`src/rtl/keypad_timer_entry_ctrl.sv`:
```
// rtl/keypad_timer_entry_ctrl.sv - keypad digit debounce, MM:SS BCD entry and timer load sequencing
module keypad_timer_entry_ctrl #(
   parameter int DEBOUNCE_CYCLES = 16,
   parameter int CNT_W           = 20
) (
   input  logic       clk,
   input  logic       rst,
   input  logic [3:0] key_code,
   input  logic       key_none,
   input  logic       start,
   input  logic       clear,
   input  logic       lock,
   output logic       enc_mask,
   output logic [3:0] min_tens,
   output logic [3:0] min_units,
   output logic [3:0] sec_tens,
   output logic [3:0] sec_units,
   output logic [2:0] digit_count,
   output logic       key_ack,
   output logic       load,
   output logic       err
);

   typedef enum logic [1:0] {IDLE, PRESS_DB, ACCEPT, RELEASE_DB} state_t;

   localparam logic [CNT_W-1:0] CNT_LAST = CNT_W'(DEBOUNCE_CYCLES - 1);

   state_t           state, state_nx;
   logic [CNT_W-1:0] cnt, cnt_nx;
   logic [3:0]       cand, cand_nx;
   logic [15:0]      digits, digits_nx;
   logic [2:0]       count, count_nx;
   logic             key_ack_nx, load_nx, err_nx;
   logic             start_en, time_ok, cnt_last;

   assign start_en = start & ~lock;
   // Any nonzero MM:SS with seconds tens <= 5 is a loadable time.
   assign time_ok  = (digits[7:4] <= 4'd5) && (digits != 16'h0000);
   assign cnt_last = (cnt == CNT_LAST);

   always_comb begin
      state_nx   = state;
      cnt_nx     = cnt;
      cand_nx    = cand;
      digits_nx  = digits;
      count_nx   = count;
      key_ack_nx = 1'b0;
      load_nx    = 1'b0;
      err_nx     = 1'b0;

      case (state)
         IDLE: begin
            if (!key_none && !lock && (key_code <= 4'd9)) begin
               cand_nx  = key_code;
               cnt_nx   = '0;
               state_nx = PRESS_DB;
            end
         end
         PRESS_DB: begin
            if (key_none || (key_code != cand) || lock) begin
               state_nx = IDLE;
            end else if (cnt_last) begin
               state_nx = ACCEPT;
            end else begin
               cnt_nx = cnt + 1'b1;
            end
         end
         ACCEPT: begin
            state_nx = RELEASE_DB;
            cnt_nx   = '0;
            // A coinciding start wins; the digit is dropped, not deferred.
            if ((count < 3'd4) && !start_en) begin
               digits_nx  = {digits[11:0], cand};
               count_nx   = count + 3'd1;
               key_ack_nx = 1'b1;
            end
         end
         RELEASE_DB: begin
            if (!key_none) begin
               cnt_nx = '0;
            end else if (cnt_last) begin
               state_nx = IDLE;
            end else begin
               cnt_nx = cnt + 1'b1;
            end
         end
         default: state_nx = IDLE;
      endcase

      if (start_en) begin
         if (time_ok) begin
            load_nx  = 1'b1;
            count_nx = 3'd0;
         end else begin
            err_nx = 1'b1;
         end
      end

      if (clear) begin
         digits_nx  = 16'h0000;
         count_nx   = 3'd0;
         key_ack_nx = 1'b0;
         load_nx    = 1'b0;
         err_nx     = 1'b0;
         cnt_nx     = '0;
         // A key still held at clear must be released before it can count again.
         state_nx   = key_none ? IDLE : RELEASE_DB;
      end
   end

   always_ff @(posedge clk) begin
      if (rst) begin
         state    <= IDLE;
         cnt      <= '0;
         cand     <= 4'd0;
         digits   <= 16'h0000;
         count    <= 3'd0;
         key_ack  <= 1'b0;
         load     <= 1'b0;
         err      <= 1'b0;
         enc_mask <= 1'b0;
      end else begin
         state    <= state_nx;
         cnt      <= cnt_nx;
         cand     <= cand_nx;
         digits   <= digits_nx;
         count    <= count_nx;
         key_ack  <= key_ack_nx;
         load     <= load_nx;
         err      <= err_nx;
         enc_mask <= lock;
      end
   end

   assign min_tens    = digits[15:12];
   assign min_units   = digits[11:8];
   assign sec_tens    = digits[7:4];
   assign sec_units   = digits[3:0];
   assign digit_count = count;

endmodule

```
`config.mk`:
```
export PLATFORM = sky130hd
export DESIGN_NAME = keypad_timer_entry_ctrl
export DESIGN_NICKNAME = d
export VERILOG_FILES = /design/src/rtl/keypad_timer_entry_ctrl.sv
export SDC_FILE = /design/constraint.sdc
export NUM_CORES = 1
export LEC_CHECK = 0
export BUFFER_PORTS_ARGS = -buffer_cell sky130_fd_sc_hd__buf_4
export CAP_MARGIN = 20
export CORE_ASPECT_RATIO = 0.8
export CORE_UTILIZATION = 56
export DETAILED_ROUTE_END_ITERATION = 12
export PLACE_DENSITY = 0.78
export SYNTH_ARGS = -nofsm -noshare
export SYNTH_HDL_FRONTEND = slang
export SYNTH_SLANG_ARGS = --single-unit
```
`constraint.sdc`:
```
create_clock -name clk -period 2.1 [get_ports clk]
set_input_delay 0.315 -clock clk [delete_from_list [all_inputs] [get_ports clk]]
set_output_delay 0.315 -clock clk [all_outputs]
set_load 0.01 [all_outputs]
```
==> results of run 1 <==
[sequential cells by signal (all words and copies together), names as in the netlist, named ones only]
register,flops
err,1
state,1
enc_mask,1
load,1
cnt,20
cand,4
digits,16
digit_count,3
key_ack,1
[Yosys cell counts, types with 4 or more instances]
library cell,number
a21oi_1,19
and3_1,4
buf_2,6
clkbuf_1,4
dfxtp_1,49
mux2i_1,18
nand2_1,23
nand3_1,14
nand4_1,7
nor2_1,27
nor3_1,5
nor4_1,9
o211ai_1,6
o21ai_0,8
o31ai_1,9
or3_1,6
or4_1,11
xor2_1,4
[logic make-up (layout without fill, tap and decap cells)]
family / after synthesis / after routing / synth area share [%]
and+or+nand+nor: 118 / 118 / 26.6
AOI/OAI and AO/OA: 60 / 60 / 17.7
DFF: 49 / 49 / 42.0
muxes: 18 / 18 / 7.71
buffers and inverters: 15 / 56 / 3.05
xor gates and xnor gates: 5 / 5 / 1.87
adders and majority gates: 2 / 2 / 1.07
[cell type report]
| type | instances | area, µm² | area share [%] |
|---|---|---|---|
| multi-input combinational | 203 | 1290 | 46.1 |
| sequential | 49 | 981 | 35.0 |
| timing repair buffer | 45 | 338 | 12.1 |
| clock buffer | 6 | 72.6 | 2.59 |
| tap | 55 | 68.8 | 2.46 |
| clock inverter | 2 | 38.8 | 1.39 |
| inverter | 3 | 11.3 | 0.402 |
[metal layers]
metal	wire length [µm]	part of all wire [%]	vias to the layer above	global-route usage (%)
met2	2380	44	56	40.5
met1	2680	50	1011	38.5
li1	-	-	1088	-
met4	38	0.71	0	6.47
met3	276	5.1	5	4.55
met5	0	0	-	0
[power by group through the flow]
stage	registers [mW]	clock network [mW]	logic [mW]
floorplan	0.968	0	0.109
global placement	0.971	0	0.158
detailed placement	0.972	0	0.161
CTS	0.950	0.672	0.164
global route	0.952	0.711	0.179
finish	0.950	0.669	0.165
[metrics by stage]
step,worst slack (ps),area (µm²),util [%],power [mW],std cells
3_5_place_dp,145,2690,68.9,1.13,355
4_1_cts,139,2800,71.7,1.79,363
5_1_grt,4.64,2800,71.7,1.84,363
6_report,126,2800,71.7,1.78,363
2_1_floorplan,276,2340,-,1.08,267
3_3_place_gp,202,2690,68.9,1.13,355
[worst max path at each step]
stage                     slack (ps)  depth (start not counted)   startpoint      end
after floorplan                  280                          6       cnt[0]  cnt[16]
after global placement           200                          7  key_code[1]   cnt[7]
after detailed placement         140                          7  key_code[1]   cnt[7]
after CTS                        140                          5     state[0]   cnt[7]
after global routing               5                          5     state[0]   cnt[7]
final                            130                          5     state[0]   cnt[7]
==> metrics.txt, run 1 <==
status=finished clean; synth unique cells=45; # diodes=0; nets=319; asr flop ratio synth=0%; Critical Path, Cell by Cell=and3_1, a21oi_2, buf_4, or4_1, a21oi_1; # IOs=33; Max stage delay on crit path=560 ps; Slowest-stage cell, CP=dfxtp_1; cell internal pwr=1.36 mW; slew margin rel.=65.8%; Max rail drop VDD=0.535 mV; total negative setup slack=0 ps; hold buffers post-CTS=0; grt ovf=0; initial core utilization=59.8%; initial detailed-routing violation count=183; leading cell type in the layout, fill and taps excluded=dfxtp_1; Seq pwr share=53.3%; CTS buffer count=5; H-tree level count=2; Crit path buffers/inverters=1; Hold Slack=241 ps; CP top delay family=simple AND/OR/NAND/NOR gates; Synth Register Bits=49; Comb power frac=9.2%; reg2reg end=cnt[7]; vias in the first global route=1879; Synth Instances=267; worst path required time=2340 ps; most frequent cells in the layout=49 x dfxtp_1, 45 x buf_4, 27 x nor2_1; Hold Fails Final Rpt=0; syn avg cell area=8.75 µm²; fmax=507 MHz; # rows=20; die area=4440 µm²; leakage=1.05 nW; DR vias=2160; wire length of the first global-routing pass=8940 µm; latest clock arrival within the worst-skew pair=300 ps; # setup viols final=0; ANT nets after route=0; maxcap violations=0; critical path data arrival time=2210 ps; R2R cell count=5; fin. max-slew vios=0; Syn Nets=279; clock skew after layout=10.6 ps; Post-Syn Area=2340 µm²; Resized Gates After CTS=0; largest net degree at the start of global routing=33; Cell Pwr Density=637 nW/µm²; net switching power=420 µW; ys flop type=dfxtp_1; clock share of power=37.5%; antenna violations before repair=0; Final HPWL DP=3880 µm; CP Class=reg -> reg; Clock Sink Count=49; CTS tree=done; synth top area cells=dfxtp_1 42%, mux2i_1 7.7%, nor2_1 4.3%; Port Buf Inserts=32; core area=3900 µm²; CP startpoint kind=flip-flop; clk buf depth=2; actual slew at the worst max-slew pin=510 ps; reg2reg start=state[0]; synthesis-to-finish area growth=19.9%; unrepaired setup endpoints after global routing=false; area leader, netlist=dfxtp_1; Sw Share=23.6%; share of the yosys chip area belonging to registers=42.0%; vias per cell=5.95; clock root cell=clkbuf_8; Die H=59.8 µm; drt first pass iters=4; DRC Markers=0; hold path start=rst; routed len/inst=14.8 µm; Setup crit end kind=flip-flop; Post-CTS Repair Setup Buffers=0; GRT Total Usage=26.4%; Yosys warning count=0; r2r setup slk=130 ps; WL final=5370 µm; Hold Path Stages=2; Max FO, Critical Path=32; Final min period=1970 ps; clk slew on worst S/H paths=90 ps; Die Wd=74.2 µm; final period utilization=94.0%; Worst Hold Class=in -> reg; # fillers=334; gpl congestion=0.925; Yosys top cell area share=42.0%; Post-synth EDFFs=0; fraction of layout cells with a size suffix above 1=19.2%
Power figures use the tool's default switching activity.
==> inputs of run 2 (changes only) <==
--- a/config.mk
+++ b/config.mk
@@ -7,7 +7,7 @@
 export LEC_CHECK = 0
 export BUFFER_PORTS_ARGS = -buffer_cell sky130_fd_sc_hd__buf_4
 export CAP_MARGIN = 20
-export CORE_ASPECT_RATIO = 0.8
+export CORE_ASPECT_RATIO = 1.75
 export CORE_UTILIZATION = 56
 export DETAILED_ROUTE_END_ITERATION = 12
 export PLACE_DENSITY = 0.78
==> metrics.txt, run 2 (same netlist as run 1, synthesis figures left out) <==
vias per cell=6.21; initial detailed-routing violation count=45; GRT Total Usage=26.5%; Comb power frac=9.8%; leakage=1.03 nW; largest net degree at the start of global routing=33; ANT nets after route=0; antenna violations before repair=0; max reg flops=20; most frequent cells in the layout=49 x dfxtp_1, 44 x buf_4, 27 x nor2_1; WL final=5280 µm; total negative setup slack=0 ps; Post-CTS Repair Setup Buffers=0; clock root cell=clkbuf_8; CTS tree=done; status=finished clean; Slowest-stage cell, CP=or3_1; cell internal pwr=1.24 mW; CP Launch Point=cnt[0]; grt ovf=0; DRC Markers=0; Seq pwr share=57.0%; routed len/inst=14.9 µm; critical path depth=6; # setup viols final=0; fraction of layout cells with a size suffix above 1=19.2%; final period utilization=89.9%; vias in the first global route=2031; net switching power=429 µW; Worst Hold Class=in -> reg; most frequent CP cell=or3_1; # diodes=0; leading cell type in the layout, fill and taps excluded=dfxtp_1; gpl congestion=0.795; actual slew at the worst max-slew pin=435 ps; Setup crit end kind=flip-flop; die area=4440 µm²; latest clock arrival within the worst-skew pair=320 ps; r2r setup slk=210 ps; Port Buf Inserts=32; clock share of power=33.2%; CP startpoint kind=flip-flop; placed inst area=2670 µm²; H-tree level count=2; CP top delay family=simple AND/OR/NAND/NOR gates; CP Class=reg -> reg; drt first pass iters=4; DR vias=2206; Non-Filler Instances=355; Sw Share=25.8%; Max FO, Critical Path=5; Die Wd=50.8 µm; Max rail drop VDD=0.608 mV; maxcap violations=0; Cells after DPL=347; R2R cell count=6; reg2reg start=cnt[0]; hold buffers post-CTS=0; fmax=530 MHz; top flop regs=cnt x20, digits x16, cand x4; fin. max-slew vios=0; Clock Sink Count=49; slew margin rel.=70.3%; Cell Pwr Density=603 nW/µm²; core area=3940 µm²; most flop-heavy register=cnt; critical path data arrival time=2100 ps; Hold Path Stages=2; Crit path buffers/inverters=0; initial core utilization=59.3%; Critical Path, Cell by Cell=ha_1, nand3_1, or3_1, or3_1, a32oi_1, mux2i_1; worst setup path end=cnt[16]; clock skew after layout=13.0 ps; Design Power=1.66 mW; worst path required time=2310 ps; synthesis-to-finish area growth=18.1%; Final min period=1890 ps; CTS buffer count=5; nets=318; # IOs=33; # rows=30; wire length of the first global-routing pass=9000 µm; Hold Fails Final Rpt=0; Final HPWL DP=3940 µm; unrepaired setup endpoints after global routing=false; Resized Gates After CTS=0; Die H=87.4 µm; clk slew on worst S/H paths=100 ps; reg2reg end=cnt[16]; Final Cell Area=2760 µm²; Max stage delay on crit path=450 ps; clk buf depth=2
run 2: worst min-delay path by stage:
stage	startpoint	to	slack, ps
4_1_cts	rst	cand[0]	230
3_5_place_dp	cand[0]	cand[0]	490
2_1_floorplan	lock	enc_mask	440
6_report	rst	cand[2]	230
3_3_place_gp	cand[1]	cand[1]	480
5_1_grt	rst	cand[0]	230
run 2: layout make-up:
type,count,area [µm²]
clock buffer,5,68.8
clock inverter,3,17.5
fill,345,1180
inverter,3,11.3
multi-input combinational,203,1290
sequential,49,981
tap,48,60.1
timing repair buffer,44,330
run 2: metal layers:
layer,global-route usage (%),routed length [µm],up-vias
met2,49.9,2950,52
met1,28.4,2070,1059
li1,-,-,1088
met4,10.9,95,0
met3,4.19,164,7
met5,0,0,-
run 2: power by group through the flow:
stage	Combinational (mW)	Sequential, mW	Clock, mW
floorplan	0.109	0.968	0
finish	0.163	0.949	0.553
detailed placement	0.163	0.971	0
CTS	0.163	0.949	0.562
global route	0.178	0.951	0.599
global placement	0.160	0.970	0
run 2: per-stage QoR:
step	hold WS, ps	setup slack [ps]	utilization (%)
after floorplan	443	276	-
after global placement	484	190	67.8
after global routing	229	126	70.0
after CTS	227	203	70.0
after detailed placement	490	132	67.8
final	230	212	70.0
==> inputs of run 3 (changes only) <==
--- a/config.mk
+++ b/config.mk
@@ -5,12 +5,13 @@
 export SDC_FILE = /design/constraint.sdc
 export NUM_CORES = 1
 export LEC_CHECK = 0
+export ABC_AREA = 1
 export BUFFER_PORTS_ARGS = -buffer_cell sky130_fd_sc_hd__buf_4
 export CAP_MARGIN = 20
 export CORE_ASPECT_RATIO = 1.75
-export CORE_UTILIZATION = 56
+export CORE_UTILIZATION = 58
 export DETAILED_ROUTE_END_ITERATION = 12
-export PLACE_DENSITY = 0.78
+export PLACE_DENSITY = 0.79
 export SYNTH_ARGS = -nofsm -noshare
 export SYNTH_HDL_FRONTEND = slang
 export SYNTH_SLANG_ARGS = --single-unit
==> metrics.txt, run 3 <==
status=finished clean; # IOs=33; max reg flops=20; most flop-heavy register=cnt; clk buf depth=2; fmax=548 MHz; fin. max-slew vios=0; core area=4620 µm²; total negative setup slack=0 ps; Critical Path, Cell by Cell=ha_1, inv_1, nor2_4, nand3_2, nand4_1, nor2_1, nor2_1, nor2_1; Hold Fails Final Rpt=0; largest net degree at the start of global routing=22; Cell Pwr Density=602 nW/µm²; Final min period=1830 ps; die area=5080 µm²; CTS buffer count=5; # setup viols final=0; Synth Register Bits=49; Max stage delay on crit path=420 ps; ys flop type=dfxtp_1; Die Wd=54.3 µm; fraction of layout cells with a size suffix above 1=17.9%; Syn Nets=426; antenna violations before repair=0; reg2reg start=cnt[0]; synthesis-to-finish area growth=11.8%; syn avg cell area=6.71 µm²; final period utilization=87.0%; Max FO, Critical Path=11; GRT Total Usage=31.2%; hold buffers post-CTS=0; unrepaired setup endpoints after global routing=false; Port Buf Inserts=32; DR vias=2735; nets=457; # diodes=0; leakage=1.33 nW; initial core utilization=60.1%; CTS tree=done; Slowest-stage cell, CP=dfxtp_1; Die H=93.6 µm; wire length of the first global-routing pass=11500 µm; # rows=33; CP Launch Point=cnt[0]; hold path start=rst; Design Power=1.87 mW; Max rail drop VDD=0.550 mV; dpl ws=326 ps; actual slew at the worst max-slew pin=554 ps; setup slack after layout=274 ps; share of the yosys chip area belonging to registers=35.3%; Post-synth EDFFs=0; critical path data arrival time=2030 ps; leading cell type in the layout, fill and taps excluded=nand2_1; worst path required time=2300 ps; register area=981 µm²; slew margin rel.=63.1%; vias per cell=5.49; Non-Filler Instances=498; H-tree level count=2; Post-CTS Repair Setup Buffers=0; WL final=7060 µm; CP Class=reg -> reg; Synth Instances=414; drt first pass iters=4; vias in the first global route=2531; Setup crit end kind=flip-flop; area leader, netlist=dfxtp_1; initial detailed-routing violation count=101; Resized Gates After CTS=0; Worst Hold Class=in -> reg; ANT nets after route=0; grt ovf=0; Yosys warning count=0; CP top delay family=simple AND/OR/NAND/NOR gates; latest clock arrival within the worst-skew pair=320 ps; cell with the most instances after synthesis=nand2_1; # fillers=445; Post-Syn Area=2780 µm²; Clock Sink Count=49; clock skew after layout=11.5 ps; clock root cell=clkbuf_8; maxcap violations=0; clk slew on worst S/H paths=100 ps; Cells after DPL=490; synth unique cells=35; gpl congestion=0.988; Post-synth top cells=92 x nand2_1, 78 x nor2_1, 49 x dfxtp_1; most frequent CP cell=nor2_1; routed len/inst=14.2 µm; most frequent cells in the layout=92 x nand2_1, 78 x nor2_1, 49 x dfxtp_1; area of the multi-input gates=1520 µm²; Yosys top cell area share=35.3%; CP startpoint kind=flip-flop; Crit path buffers/inverters=1; asr flop ratio synth=0%; synth top area cells=dfxtp_1 35%, nand2_1 12%, nor2_1 11%; DRC Markers=0; top flop regs=cnt x20, digits x16, cand x4; Final HPWL DP=5310 µm
-- run 3: worst reg2reg max path, stage by stage, from the launching register on --
cell     delay, ps
dfxtp_1        420
ha_1           290
inv_1          100
nor2_4         160
nand3_2        240
nand4_1        290
nor2_1          70
nor2_1          90
nor2_1          40
-- run 3: path summary, 6_finish.rpt --
path | to | slack (ps) | depth (start not counted)
worst max-delay path | cnt[18] | 270 | 8
worst min-delay path | enc_mask | 180 | 2
worst max register to register | cnt[18] | 270 | 8
worst min register to register | digits[2] | 500 | 2
-- run 3: cell families after synthesis --
family | after synthesis | synth area share, %
buffers and inverters | 59 | 10.1
AO/OA/AOI/OAI | 61 | 12.7
XOR/XNOR | 4 | 1.26
flip-flops | 49 | 35.3
AND/OR/NAND/NOR | 239 | 39.8
adder cells (fa/ha/maj) | 2 | 0.900
-- run 3: routing by layer --
layer | vias up | GRT usage [%] | wire, µm
li1 | 1400 | - | -
met1 | 1242 | 31.8 | 2690
met2 | 71 | 57.0 | 3840
met3 | 22 | 4.39 | 225
met4 | 0 | 16.5 | 311
met5 | - | 0 | 0
-- run 3: layout make-up --
| cell class | instances | area share (%) |
|---|---|---|
| tap | 52 | 2.09 |
| clock inverter | 3 | 0.725 |
| timing repair buffer | 38 | 9.18 |
| sequential | 49 | 31.6 |
| multi-input combinational | 306 | 48.8 |
| inverter | 45 | 5.43 |
| clock buffer | 5 | 2.21 |
-- run 3: where the power goes --
part | switching [mW] | internal, mW
Combinational | 0.197 | 0.0962
Sequential | 0.0356 | 0.957
Clock | 0.352 | 0.234
Total | 0.585 | 1.29
-- run 3: through the flow --
stage,hold WS (ps),area [µm²],utilization [%]
floorplan,387,2780,-
global placement,482,3020,65.2
detailed placement,483,3020,65.2
CTS,177,3110,67.2
global route,172,3110,67.2
finish,180,3110,67.2
